==> src/rtl/riscv_alu_pkg.sv <==
// riscv_alu_pkg
//   Shared definitions for the sequential RV32/RV64 integer ALU:
//   funct3/funct7 operation codes for the base and M-extension ops,
//   the handshake FSM state type and small decode helpers used by both
//   the top level and the iterative mul/div datapath.
package riscv_alu_pkg;

  // Base integer ops (OP / OP-IMM funct3).
  localparam logic [2:0] ADD_SUB = 3'd0;
  localparam logic [2:0] SLL     = 3'd1;
  localparam logic [2:0] SLT     = 3'd2;
  localparam logic [2:0] SLTU    = 3'd3;
  localparam logic [2:0] XOR     = 3'd4;
  localparam logic [2:0] SRL_SRA = 3'd5;
  localparam logic [2:0] OR      = 3'd6;
  localparam logic [2:0] AND     = 3'd7;

  // M-extension ops (OP funct3 with funct7 = F7_MULDIV).
  localparam logic [2:0] MUL    = 3'd0;
  localparam logic [2:0] MULH   = 3'd1;
  localparam logic [2:0] MULHSU = 3'd2;
  localparam logic [2:0] MULHU  = 3'd3;
  localparam logic [2:0] DIV    = 3'd4;
  localparam logic [2:0] DIVU   = 3'd5;
  localparam logic [2:0] REM    = 3'd6;
  localparam logic [2:0] REMU   = 3'd7;

  localparam logic [6:0] F7_BASE   = 7'b0000000;
  localparam logic [6:0] F7_ALT    = 7'b0100000;
  localparam logic [6:0] F7_MULDIV = 7'b0000001;

  typedef enum logic [1:0] {
    IDLE = 2'd0,
    BUSY = 2'd1,
    DONE = 2'd2
  } state_e;

  // DIV/DIVU/REM/REMU all have funct3[2] set.
  function automatic logic is_div_op(input logic [2:0] f3);
    return f3[2];
  endfunction

  // REM/REMU return the remainder rather than the quotient.
  function automatic logic is_rem_op(input logic [2:0] f3);
    return f3[2] && f3[1];
  endfunction

  // DIV and REM treat both operands as signed.
  function automatic logic is_signed_div(input logic [2:0] f3);
    return f3[2] && !f3[0];
  endfunction

endpackage

==> src/rtl/riscv_muldiv_iter.sv <==
// riscv_muldiv_iter
//   Iterative multiply/divide datapath. Works on operand magnitudes,
//   retiring BITS_PER_CYCLE bits per clock over XLEN/BITS_PER_CYCLE
//   iterations, and applies the sign fixup in the final iteration.
//   Ports:
//     clock, reset    clock and asynchronous active-low reset
//     start_i         load operands and begin (ignored while flush_i)
//     flush_i         abandon the in-flight operation
//     funct3_i        M-extension op code, sampled at start_i
//     a_i, b_i        operands (rs1, rs2), sampled at start_i
//     busy_o          an operation is iterating
//     done_o          this cycle is the final iteration; result_o is valid
//     result_o        final, sign-corrected result (valid with done_o)
//   Divide-by-zero and signed overflow are resolved outside this block.
module riscv_muldiv_iter
  import riscv_alu_pkg::*;
#(
  parameter int XLEN           = 32,
  parameter int BITS_PER_CYCLE = 1
) (
  input  logic            clock,
  input  logic            reset,
  input  logic            start_i,
  input  logic            flush_i,
  input  logic [2:0]      funct3_i,
  input  logic [XLEN-1:0] a_i,
  input  logic [XLEN-1:0] b_i,
  output logic            busy_o,
  output logic            done_o,
  output logic [XLEN-1:0] result_o
);

  localparam int ITERS = XLEN / BITS_PER_CYCLE;
  localparam int CNT_W = $clog2(ITERS) + 1;

  logic              busy_q;
  logic [CNT_W-1:0]  cnt_q;
  logic              is_div_q;
  logic              sel_hi_q;   // mul: take upper half; div: take remainder
  logic              neg_q;      // negate the magnitude result at the end
  logic [XLEN-1:0]   opnd_q;     // multiplicand or divisor magnitude
  logic [2*XLEN-1:0] acc_q;      // {partial product | remainder, multiplier | quotient}

  // Operand decode at start.
  logic            a_signed, b_signed, a_neg, b_neg;
  logic [XLEN-1:0] a_mag, b_mag;

  always_comb begin
    a_signed = (funct3_i == MULH) || (funct3_i == MULHSU) || is_signed_div(funct3_i);
    b_signed = (funct3_i == MULH) || is_signed_div(funct3_i);
    a_neg    = a_signed && a_i[XLEN-1];
    b_neg    = b_signed && b_i[XLEN-1];
    a_mag    = a_neg ? -a_i : a_i;
    b_mag    = b_neg ? -b_i : b_i;
  end

  // One clock's worth of iterations. The extra top bit holds the add
  // carry (multiply) or the shifted-out remainder bit (divide).
  logic [2*XLEN:0] step;

  always_comb begin
    // NOTE: every variable assigned in a combinational block gets a value
    // on every path (here, up front); otherwise synthesis infers a latch.
    step = {1'b0, acc_q};
    for (int i = 0; i < BITS_PER_CYCLE; i++) begin
      if (is_div_q) begin
        step = {step[2*XLEN-1:0], 1'b0};
        if (step[2*XLEN:XLEN] >= {1'b0, opnd_q}) begin
          step[2*XLEN:XLEN] = step[2*XLEN:XLEN] - {1'b0, opnd_q};
          step[0]           = 1'b1;
        end
      end else begin
        if (step[0]) begin
          step[2*XLEN:XLEN] = step[2*XLEN:XLEN] + {1'b0, opnd_q};
        end
        step = step >> 1;
      end
    end
  end

  // Sign fixup on the final iteration's value. Multiply negates the full
  // 2*XLEN product before picking a half; divide negates the picked half.
  logic [2*XLEN-1:0] prod;
  logic [XLEN-1:0]   part;

  always_comb begin
    prod = neg_q ? -step[2*XLEN-1:0] : step[2*XLEN-1:0];
    part = sel_hi_q ? step[2*XLEN-1:XLEN] : step[XLEN-1:0];
    if (is_div_q) begin
      result_o = neg_q ? -part : part;
    end else begin
      result_o = sel_hi_q ? prod[2*XLEN-1:XLEN] : prod[XLEN-1:0];
    end
  end

  assign done_o = busy_q && (cnt_q == CNT_W'(ITERS - 1));
  assign busy_o = busy_q;

  always_ff @(posedge clock or negedge reset) begin
    // NOTE: clocked state uses non-blocking (<=) so every register samples
    // the pre-edge values; blocking (=) here would create ordering races.
    if (!reset) begin
      busy_q   <= 1'b0;
      cnt_q    <= '0;
      is_div_q <= 1'b0;
      sel_hi_q <= 1'b0;
      neg_q    <= 1'b0;
      opnd_q   <= '0;
      acc_q    <= '0;
    end else if (flush_i) begin
      busy_q <= 1'b0;
      cnt_q  <= '0;
    end else if (start_i) begin
      busy_q   <= 1'b1;
      cnt_q    <= '0;
      is_div_q <= is_div_op(funct3_i);
      if (is_div_op(funct3_i)) begin
        sel_hi_q <= is_rem_op(funct3_i);
        // Remainder follows the dividend; quotient is s1 ^ s2.
        neg_q    <= is_rem_op(funct3_i) ? a_neg : (a_neg ^ b_neg);
        opnd_q   <= b_mag;
        acc_q    <= {{XLEN{1'b0}}, a_mag};
      end else begin
        sel_hi_q <= (funct3_i != MUL);
        neg_q    <= a_neg ^ b_neg;
        opnd_q   <= a_mag;
        acc_q    <= {{XLEN{1'b0}}, b_mag};
      end
    end else if (busy_q) begin
      acc_q <= step[2*XLEN-1:0];
      if (done_o) begin
        busy_q <= 1'b0;
        cnt_q  <= '0;
      end else begin
        cnt_q <= cnt_q + 1'b1;
      end
    end
  end

endmodule

==> src/rtl/riscv_alu_seq.sv <==
// riscv_alu_seq
//   Execute-stage integer ALU with valid/ready handshakes. Base RV32I/RV64I
//   ALU ops complete in one cycle; M-extension multiply/divide run on the
//   iterative riscv_muldiv_iter datapath.
//   Ports:
//     clock, reset                 clock and asynchronous active-low reset
//     in_valid / in_ready          operation handshake
//     is_op_alu, is_op_alu_imm     OP / OP-IMM opcode select
//     op_funct3, op_funct7         operation code (funct7 = imm[11:5] for OP-IMM)
//     reg_s1, reg_s2, imm          operands
//     flush                        drop in-flight operation and held result
//     out_valid / out_ready        result handshake
//     rd_alu                       result, held stable while out_valid && !out_ready
//     busy                         iterative mul/div in progress
//   XLEN must be 32 or 64; BITS_PER_CYCLE must be 1, 2 or 4.
module riscv_alu_seq
  import riscv_alu_pkg::*;
#(
  parameter int XLEN           = 32,
  parameter int BITS_PER_CYCLE = 1
) (
  input  logic            clock,
  input  logic            reset,
  input  logic            in_valid,
  output logic            in_ready,
  input  logic            is_op_alu,
  input  logic            is_op_alu_imm,
  input  logic [2:0]      op_funct3,
  input  logic [6:0]      op_funct7,
  input  logic [XLEN-1:0] reg_s1,
  input  logic [XLEN-1:0] reg_s2,
  input  logic [XLEN-1:0] imm,
  input  logic            flush,
  output logic            out_valid,
  input  logic            out_ready,
  output logic [XLEN-1:0] rd_alu,
  output logic            busy
);

  localparam int SHAMT_W = $clog2(XLEN);
  localparam logic [XLEN-1:0] XLEN_MIN = {1'b1, {(XLEN-1){1'b0}}};

  state_e          state_q;
  logic            out_valid_q;
  logic            busy_q;
  logic [XLEN-1:0] rd_q;
  logic [XLEN-1:0] rd_d;

  logic            accept;
  logic [XLEN-1:0] op2;
  logic            is_m;
  logic [SHAMT_W-1:0] shamt;
  logic [XLEN-1:0] base_res;
  logic            div_zero, div_ovf, div_special;
  logic [XLEN-1:0] special_res;
  logic [XLEN-1:0] fast_res;
  logic            mdu_start, mdu_done, mdu_busy;
  logic [XLEN-1:0] mdu_result;

  assign in_ready = (state_q == IDLE) || ((state_q == DONE) && out_ready);
  assign accept   = in_valid && in_ready && !flush;

  assign op2   = is_op_alu_imm ? imm : reg_s2;
  assign shamt = op2[SHAMT_W-1:0];
  // OP-IMM never encodes M, whatever imm[11:5] happens to hold.
  assign is_m  = is_op_alu && !is_op_alu_imm && (op_funct7 == F7_MULDIV);

  // Single-cycle base ALU.
  always_comb begin
    base_res = '0;
    case (op_funct3)
      ADD_SUB: base_res = (is_op_alu && !is_op_alu_imm && op_funct7[5])
                          ? reg_s1 - op2 : reg_s1 + op2;
      SLL:     base_res = reg_s1 << shamt;
      SLT:     base_res = {{(XLEN-1){1'b0}}, ($signed(reg_s1) < $signed(op2))};
      // SLTIU compares the already sign-extended immediate as unsigned.
      SLTU:    base_res = {{(XLEN-1){1'b0}}, (reg_s1 < op2)};
      XOR:     base_res = reg_s1 ^ op2;
      SRL_SRA: base_res = op_funct7[5] ? XLEN'($signed(reg_s1) >>> shamt)
                                       : reg_s1 >> shamt;
      OR:      base_res = reg_s1 | op2;
      AND:     base_res = reg_s1 & op2;
      default: base_res = '0;
    endcase
  end

  // Division corner cases bypass the iterative unit and finish in one cycle.
  assign div_zero    = (op2 == '0);
  assign div_ovf     = is_signed_div(op_funct3) && (reg_s1 == XLEN_MIN) && (op2 == '1);
  assign div_special = is_m && is_div_op(op_funct3) && (div_zero || div_ovf);

  always_comb begin
    if (div_zero) begin
      special_res = is_rem_op(op_funct3) ? reg_s1 : '1;
    end else begin
      special_res = is_rem_op(op_funct3) ? '0 : XLEN_MIN;
    end
  end

  always_comb begin
    fast_res = '0;
    if (is_m) begin
      fast_res = special_res;
    end else if (is_op_alu || is_op_alu_imm) begin
      fast_res = base_res;
    end
  end

  assign mdu_start = accept && is_m && !div_special;

  // Result register loads from the iterative unit when it finishes,
  // otherwise from the single-cycle path at accept.
  assign rd_d = (state_q == BUSY) ? mdu_result : fast_res;

  riscv_muldiv_iter #(
    .XLEN           (XLEN),
    .BITS_PER_CYCLE (BITS_PER_CYCLE)
  ) u_muldiv (
    .clock    (clock),
    .reset    (reset),
    .start_i  (mdu_start),
    .flush_i  (flush),
    .funct3_i (op_funct3),
    .a_i      (reg_s1),
    .b_i      (op2),
    .busy_o   (mdu_busy),
    .done_o   (mdu_done),
    .result_o (mdu_result)
  );

  // Handshake FSM. flush outranks everything but reset; an accept can only
  // occur in IDLE or DONE (in_ready is low in BUSY).
  always_ff @(posedge clock or negedge reset) begin
    if (!reset) begin
      state_q     <= IDLE;
      out_valid_q <= 1'b0;
      busy_q      <= 1'b0;
      rd_q        <= '0;
    end else if (flush) begin
      state_q     <= IDLE;
      out_valid_q <= 1'b0;
      busy_q      <= 1'b0;
    end else if (accept) begin
      if (mdu_start) begin
        state_q     <= BUSY;
        out_valid_q <= 1'b0;
        busy_q      <= 1'b1;
      end else begin
        state_q     <= DONE;
        out_valid_q <= 1'b1;
        busy_q      <= 1'b0;
        rd_q        <= rd_d;
      end
    end else begin
      case (state_q)
        BUSY: begin
          if (mdu_done) begin
            state_q     <= DONE;
            out_valid_q <= 1'b1;
            busy_q      <= 1'b0;
            rd_q        <= rd_d;
          end
        end
        DONE: begin
          if (out_ready) begin
            state_q     <= IDLE;
            out_valid_q <= 1'b0;
          end
        end
        default: ;
      endcase
    end
  end

  assign out_valid = out_valid_q;
  assign busy      = busy_q;
  assign rd_alu    = rd_q;

endmodule

==> config.mk <==
export PLATFORM = sky130hd
export DESIGN_NAME = riscv_alu_seq
export DESIGN_NICKNAME = d
export VERILOG_FILES = /design/src/rtl/riscv_alu_pkg.sv /design/src/rtl/riscv_muldiv_iter.sv /design/src/rtl/riscv_alu_seq.sv
export SDC_FILE = /design/constraint.sdc
export NUM_CORES = 1
export LEC_CHECK = 0
export ABC_CLOCK_PERIOD_IN_PS = 17900
export BUFFER_PORTS_ARGS = -buffer_cell sky130_fd_sc_hd__buf_2
export CELL_PAD_IN_SITES_DETAIL_PLACEMENT = 1
export CELL_PAD_IN_SITES_GLOBAL_PLACEMENT = 2
export CORE_AREA = 3 3 264 266
export CTS_CLUSTER_SIZE = 25
export DETAILED_ROUTE_END_ITERATION = 10
export DIE_AREA = 0 0 267 269
export GPL_TIMING_DRIVEN = 0
export PLACE_DENSITY_LB_ADDON = 0.3
export SLEW_MARGIN = 25
export SYNTH_ARGS = -nofsm -noshare
export SYNTH_HDL_FRONTEND = slang
export SYNTH_SLANG_ARGS = --single-unit
export TNS_END_PERCENT = 1
==> constraint.sdc <==
create_clock -name clock -period 17.9 [get_ports clock]
set_clock_uncertainty 0.2 [all_clocks]
set_input_delay 0 -clock clock [delete_from_list [all_inputs] [get_ports clock]]
set_output_delay 0 -clock clock [all_outputs]
set_load 0.1 [all_outputs]
==> results of run 1 <==
[logic make-up after synthesis]
logic type	Yosys count	share of synthesized area (%)
compound gates	1414	34.5
simple gates	1254	22.5
buf+inv	459	6.85
mux	194	8.79
fa+ha+maj	174	8.40
xor+xnor	167	5.57
flops	141	13.4
[registers in the layout, summed over array words and instances (netlist names), 2 cells and up]
signal / count
u_muldiv.acc_q: 64
rd_alu: 32
u_muldiv.opnd_q: 32
u_muldiv.cnt_q: 6
state_q: 2
[cell type report]
| class | count | area (um2) | share of cell area (%) |
|---|---|---|---|
| Buffer | 287 | 1160 | 4.01 |
| Clock buffer | 18 | 439 | 1.52 |
| Timing Repair Buffer | 161 | 916 | 3.16 |
| Clock inverter | 14 | 168 | 0.578 |
| Multi-Input combinational cell | 3203 | 21000 | 72.5 |
| Inverter | 172 | 646 | 2.23 |
| Sequential cell | 141 | 3530 | 12.2 |
| Tap cell | 873 | 1090 | 3.77 |
| Antenna cell | 11 | 27.5 | 0.0950 |
[layout by cell type (no fill, tap or decap), types with 33 or more instances in the layout]
master	netlist	layout
nor4_1	40	39
nand2b_1	33	33
buf_1	43	42
o21ai_0	390	388
nor3_1	118	114
buf_2	29	176
nand3_1	84	84
a211oi_1	81	81
a21o_1	44	44
nor2_1	344	343
nand4_1	40	40
dfrtp_1	141	141
clkbuf_1	208	203
nand2_1	387	387
xor2_1	36	36
xnor2_1	131	131
a21oi_1	363	363
ha_1	170	170
inv_1	166	166
or3_1	39	39
o211ai_1	56	56
o31ai_1	60	60
a31oi_1	67	66
mux2i_1	152	149
[worst register-to-register path, cell delays in order, from the launching register on]
cell,delay (ns)
dfrtp_1,0.33
buf_4,0.18
clkbuf_1,0.60
buf_2,0.53
buf_2,0.45
buf_1,0.97
clkbuf_1,0.79
buf_2,0.51
buf_2,0.36
buf_2,0.45
buf_2,0.47
mux2i_1,0.55
ha_1,0.30
o221ai_1,0.40
or4b_1,0.76
or4_1,0.59
or2_1,0.43
or4_1,0.48
nor4_1,0.72
nand4_1,0.40
clkbuf_1,0.36
nor4_1,0.33
nor4_1,0.09
a311oi_1,0.64
[per-layer routing]
layer / vias to the layer above / GRT usage (%) / share of wire, % / wire length, um
li1: 14500 / - / - / -
met1: 16800 / 54.9 / 35 / 63600
met2: 2391 / 75.4 / 42 / 76400
met3: 837 / 12.1 / 10 / 18000
met4: 6 / 48.6 / 12 / 21900
met5: - / 0.132 / 0.019 / 34
[synth_stat cells, types with 67 or more instances]
master	n	area [um2]
mux2i_1	152	1520
nand2_1	387	1450
nor3_1	118	591
ha_1	170	2130
a31oi_1	67	419
clkbuf_1	208	781
o21ai_0	390	1950
nand3_1	84	420
inv_1	166	623
nor2_1	344	1290
a21oi_1	363	1820
xnor2_1	131	1150
dfrtp_1	141	3530
a211oi_1	81	608
[how the worst max path moves through the flow]
stage / to / slack, ns / cells past startpoint
6_report: rd_alu[28]$_DFFE_PN0P_ / 5.84 / 23
5_1_grt: rd_alu[28]$_DFFE_PN0P_ / 6.18 / 23
4_1_cts: rd_alu[28]$_DFFE_PN0P_ / 6.60 / 23
3_5_place_dp: rd_alu[28]$_DFFE_PN0P_ / 6.69 / 23
3_3_place_gp: rd_alu[28]$_DFFE_PN0P_ / 6.67 / 23
2_1_floorplan: rd_alu[24]$_DFFE_PN0P_ / 11.02 / 23
[report_power, final]
part	internal [mW]	switching [mW]	total (mW)
clock	0.214	0.180	0.395
sequential	0.354	0.0512	0.405
combinational	0.343	0.930	1.27
total	0.911	1.16	2.07
[what timing repair did]
action                                 in CTS  in global routing
hold buffers                               11                  0
buffers inserted                            0                  0
endpoints found under the hold margin     147                  0
[metrics by stage]
step           std cells  total power [mW]  hold WS [ns]  util (%)
2_1_floorplan       3803              1.17        -0.496         -
3_3_place_gp        4822              1.60         0.102      41.8
3_5_place_dp        4826              1.61        -0.214      41.9
4_1_cts             4869              2.01        0.0404      43.0
5_1_grt             4872              2.13        0.0961      43.1
6_report            4880              2.07         0.119      43.1
==> flow_metrics.tcl, run 1 <==
set metrics [dict create \
    die-height_um 269 \
    clockRootBuffer "clkbuf_16" \
    grt_max_degree 78 \
    worstReg2RegEnd "rd_alu[28]$_DFFE_PN0P_" \
    fin_area_mm2 0.0290 \
    rr_startpoint "u_muldiv.is_div_q$_DFFE_PN0P_" \
    tns_ns 0 \
    hold_depth 5 \
    routabilityCongestion 1.10 \
    p_leak_nw 11.8 \
    worst_path_max_delay_cell "buf_1" \
    ys.warnings.count 0 \
    critPathRequiredTime_ns 17.99 \
    drtPass1Iterations 6 \
    synthCells 3803 \
    slew_headroom_pct 14.8 \
    fp.coreArea_mm2 0.0673 \
    dieArea_mm2 0.0718 \
    dpl.hpwl_mm 146 \
    worstSetupStartpointType "flip-flop" \
    rows 95 \
    crit_top_cell "buf_2" \
    clk_pin_slew_ns 0.08 \
    portBuffers 146 \
    track_usage_pct 49.0 \
    drive_gt1_share_pct 8.33 \
    crit_family "buffers and inverters" \
    synth_edf_count 0 \
    route.vias.total 34600 \
    ff2ff_path_depth 23 \
    grt_setup_unrepaired "false" \
    fillers 8776 \
    die_w_um 267 \
    cp_max_fo 10 \
    hold_path_class "in2reg" \
    wl_per_cell_um 36.9 \
    slew_violations 0 \
    postRouteAntennaNets 0 \
    post-route-period-util_pct 67.4 \
    cts_resized 0 \
    cts.sinks 141 \
    path_class "reg2reg" \
    drc 0 \
    place_ws_ns 6.69 \
    grt_pass1_wl_mm 252 \
    tightest_slew_ns 1.28 \
    ys_types 104 \
    powerDensity_mw_per_mm2 71.5 \
    ioPinCount 148 \
    start_util_pct 39.1 \
    hold_start "reg_s1[30]" \
    drv_cap 0 \
    clk-insertion-delay-late_ns 0.47 \
    cp-end-kind "flip-flop" \
    reg2reg_slack_ns 5.84 \
    setup_slack_ns 5.84 \
    cts_tree "done" \
    ys_seq_elements 141 \
    grt_pass1_vias 34200 \
    critPathBufInv 11 \
    avgSynthCellArea_um2 6.91 \
    crit_chain "buf_4 -> clkbuf_1 -> buf_2 -> buf_2 -> buf_1 -> clkbuf_1 -> buf_2 -> buf_2 -> buf_2 -> buf_2 -> mux2i_1 -> ha_1 -> o221ai_1 -> or4b_1 -> or4_1 -> or2_1 -> or4_1 -> nor4_1 -> nand4_1 -> clkbuf_1 -> nor4_1 -> nor4_1 -> a311oi_1" \
    outcome "complete, no violations" \
    syn_to_final_growth_pct 10.3 \
    first_iter_violations 4152 \
    fin_nets 4270 \
    vias_per_cell 7.09 \
    setup_viol 0 \
    fmax_mhz 82.9 \
    cts_buffer_depth 2 \
    hold_violations 0 \
    syn_area_mm2 0.0263 \
    synthArstFlopShare_pct 100 \
    htree_levels 4 \
    drt_wl_total_mm 180 \
    min_to "rd_alu[30]$_DFFE_PN0P_" \
    synthesis.nets 4090 \
    seq_area_frac_synth_pct 13.4 \
    postPlaceCellArea_mm2 0.0282 \
    antenna_found_initial 14 \
    grt-ovfl-total 0 \
    crit_arrival_ns 12.16 \
    finalCriticalPeriod_ns 12.06 \
    vdd_drop_max_v 0.0000469 \
    cts_buffers 17 \
    crit_path_start "u_muldiv.is_div_q$_DFFE_PN0P_" \
    slowest_delay_ns 0.96 \
    ys.flop_type "dfrtp_1" \
]
(Power assumes the default switching activity.)
==> run 2: changes to the inputs <==
--- a/config.mk
+++ b/config.mk
@@ -5,14 +5,15 @@
 export SDC_FILE = /design/constraint.sdc
 export NUM_CORES = 1
 export LEC_CHECK = 0
-export ABC_CLOCK_PERIOD_IN_PS = 17900
+export ABC_AREA = 1
+export ABC_CLOCK_PERIOD_IN_PS = 10700
 export BUFFER_PORTS_ARGS = -buffer_cell sky130_fd_sc_hd__buf_2
 export CELL_PAD_IN_SITES_DETAIL_PLACEMENT = 1
 export CELL_PAD_IN_SITES_GLOBAL_PLACEMENT = 2
-export CORE_AREA = 3 3 264 266
+export CORE_AREA = 3 3 309 311
 export CTS_CLUSTER_SIZE = 25
 export DETAILED_ROUTE_END_ITERATION = 10
-export DIE_AREA = 0 0 267 269
+export DIE_AREA = 0 0 312 314
 export GPL_TIMING_DRIVEN = 0
 export PLACE_DENSITY_LB_ADDON = 0.3
 export SLEW_MARGIN = 25
==> constraint.sdc (replaced) <==
create_clock -name clock -period 10.7 [get_ports clock]
set_clock_uncertainty 0.2 [all_clocks]
set_input_delay 0 -clock clock [delete_from_list [all_inputs] [get_ports clock]]
set_output_delay 0 -clock clock [all_outputs]
set_load 0.1 [all_outputs]
==> run 2 against run 1 <==
Compared with the run above:
- first-iteration DRC count is 24% lower
- register-to-register slack got worse by 1.1 ns
- worst setup slack worse by 1.1 ns
- sequential share of layout area down 0.74 points
- hold slack lost 0.073 ns
- flip-flop and latch count is the same
- synthesized cell count grew 33%
- critical endpoint is now rd_alu[16]$_DFFE_PN0P_
- highest routed layer unchanged
==> flow_metrics.tcl, run 2 <==
set metrics [dict create \
    tightest_slew_ns 1.16 \
    drive_gt1_share_pct 7.07 \
    synthCells 5066 \
    seq_area_mm2 0.00353 \
    regMostFlops "u_muldiv.acc_q" \
    ys.warnings.count 0 \
    fmax_mhz 166 \
    use_met1_pct 47.2 \
    synth_most_common_cell "nand2_1" \
    fin_nets 5532 \
    use_met3_pct 5.19 \
    outcome "complete, no violations" \
    avgSynthCellArea_um2 5.48 \
    grt_setup_unrepaired "false" \
    syn_area_mm2 0.0278 \
    grt_max_degree 80 \
    fin_area_mm2 0.0309 \
    grt-ovfl-total 0 \
    grt_pass1_vias 37700 \
    slew_violations 0 \
    hold_violations 0 \
    routabilityCongestion 1.03 \
    dieArea_mm2 0.0980 \
    drtPass1Iterations 6 \
    cts_resized 0 \
    utilization_pct 33.2 \
    clk-insertion-delay-late_ns 0.46 \
    seq_area_frac_synth_pct 12.7 \
    clk_pin_slew_ns 0.07 \
    vias_per_cell 5.75 \
    final_common_cell "nand2_1" \
    ys_top_cells_by_count "1481 x nand2_1, 629 x inv_1, 480 x o21ai_0" \
    fillers 12900 \
    cts_setup_buffers 0 \
    postRouteAntennaNets 0 \
    htree_levels 4 \
    tns_ns 0 \
    largest_reg_flops 64 \
    synthArstFlopShare_pct 100 \
    dpl.hpwl_mm 171 \
    synth_area_leader_cell "nand2_1" \
    ioPinCount 148 \
    path_class "in2reg" \
    cp-end-kind "flip-flop" \
    synth_top_area_share_pct 20.0 \
    synth.area.top_cells "nand2_1 20%, dfrtp_1 13%, o21ai_0 8.7%" \
    ys.flop_type "dfrtp_1" \
    syn_to_final_growth_pct 11.1 \
    antenna_found_initial 6 \
    first_iter_violations 3171 \
    finalCriticalPeriod_ns 6.01 \
    place_ws_ns 4.24 \
    crit_arrival_ns 6.21 \
    die_w_um 312 \
    post-route-period-util_pct 56.2 \
    cts_tree "done" \
    final_cell_mix "1481 x nand2_1, 629 x inv_1, 476 x o21ai_0, 458 x nor2_1, 439 x nand3_1" \
    drc 0 \
    setup_slack_ns 4.69 \
    powerDensity_mw_per_mm2 99.1 \
    start_util_pct 29.8 \
    slew_headroom_pct 22.0 \
    wl_per_cell_um 30.9 \
    ys_seq_elements 141 \
    portBuffers 146 \
    multi_input_area_mm2 0.0207 \
    setup_viol 0 \
    cts_buffer_depth 2 \
    ys_types 66 \
    clockRootBuffer "clkbuf_16" \
    top_usage_layer "met2" \
    fp.coreArea_mm2 0.0930 \
    worstSetupStartpointType "input port" \
    grtUsageMet2_pct 66.1 \
    hold_path_class "in2reg" \
    synthesis.nets 5353 \
    cts.sinks 141 \
    drv_cap 0 \
    vdd_drop_max_v 0.000128 \
    die-height_um 314 \
    hold_buffers 12 \
    whs_ns 0.0462 \
    grt_pass1_wl_mm 279 \
    track_usage_pct 39.8 \
    drt_wl_total_mm 202 \
    rows 112 \
    postPlaceCellArea_mm2 0.0301 \
    cts_buffers 17 \
    p_leak_nw 14.9 \
    cp_max_fo 11 \
    route.vias.total 37500 \
    critPathRequiredTime_ns 10.90 \
    synth_edf_count 0 \
]
[run 2: cell count changes in the layout (fill, tap and decap cells not counted), sizes merged, moves of 73 or more]
cell and delta:
a211oi -73, a21oi -89, inv +494, mux2i -135, nand2 +1099, nand3 +359, nor2 +123, o21ai +133
xnor2 -115
[run 2: kinds of logic after synthesis]
logic type | share of synthesized area [%]
and+or+nand+nor | 39.6
xor gates and xnor gates | 3.19
AOI/OAI and AO/OA | 23.2
muxes | 0.694
DFF | 12.7
adders and majority gates | 7.95
buffers and inverters | 12.6
[run 2: metrics by stage]
step / cells / power (mW)
after floorplan: 5066 / 1.68
after global placement: 6466 / 2.38
after detailed placement: 6468 / 2.38
after CTS: 6512 / 3.02
after global routing: 6512 / 3.17
final: 6517 / 3.06
[run 2: power by group]
part	leakage (nW)	internal, mW	total (mW)	switching [mW]
Clock	0.286	0.340	0.633	0.294
Sequential	1.64	0.581	0.628	0.0464
Combinational	13.0	0.394	1.80	1.40
[run 2: final timing paths]
| path | startpoint | end | slack, ns | cells after the start |
|---|---|---|---|---|
| min in group asynchronous | reset | u_muldiv.acc_q[43]$_DFFE_PN0P_ | 0.49 | 4 |
| min reg2reg | rd_alu[5]$_DFFE_PN0P_ | rd_alu[5]$_DFFE_PN0P_ | 0.28 | 2 |
| max reg2reg | u_muldiv.opnd_q[30]$_DFFE_PN0P_ | rd_alu[18]$_DFFE_PN0P_ | 4.78 | 25 |
| min | reg_s2[27] | u_muldiv.opnd_q[27]$_DFFE_PN0P_ | 0.05 | 5 |
| max in group asynchronous | reset | rd_alu[6]$_DFFE_PN0P_ | 9.39 | 4 |
| max | is_op_alu_imm | rd_alu[16]$_DFFE_PN0P_ | 4.69 | 22 |
[run 2: critical path, cell delays in order]
cell and delay [ns]:
buf_6 0.16, inv_4 0.12, buf_2 0.29, or2_0 0.28
o21ai_2 0.15, buf_2 0.39, buf_1 0.69, ha_1 0.36
inv_1 0.14, a21oi_1 0.15, nand2_1 0.11, a21oi_1 0.62
inv_1 0.14, a21oi_1 0.52, o21ai_0 0.40, o21ai_0 0.57
nand2_1 0.10, nand3_1 0.12, nand3_1 0.25, a31oi_1 0.45
nand2_1 0.11, nand2_1 0.07
[run 2: cell type report]
class | count | area share (%)
Sequential cell | 141 | 11.4
Timing Repair Buffer | 160 | 2.96
Clock buffer | 20 | 1.48
Tap cell | 1254 | 5.08
Buffer | 229 | 3.19
Clock inverter | 12 | 0.397
Antenna cell | 5 | 0.0405
Inverter | 671 | 8.17
Multi-Input combinational cell | 4025 | 67.2
[run 2: metal layers]
layer | part of all wire [%] | up-vias
li1 | - | 17000
met1 | 40 | 18500
met2 | 45 | 1486
met3 | 5.7 | 506
met4 | 8.8 | 4
met5 | 0.013 | -
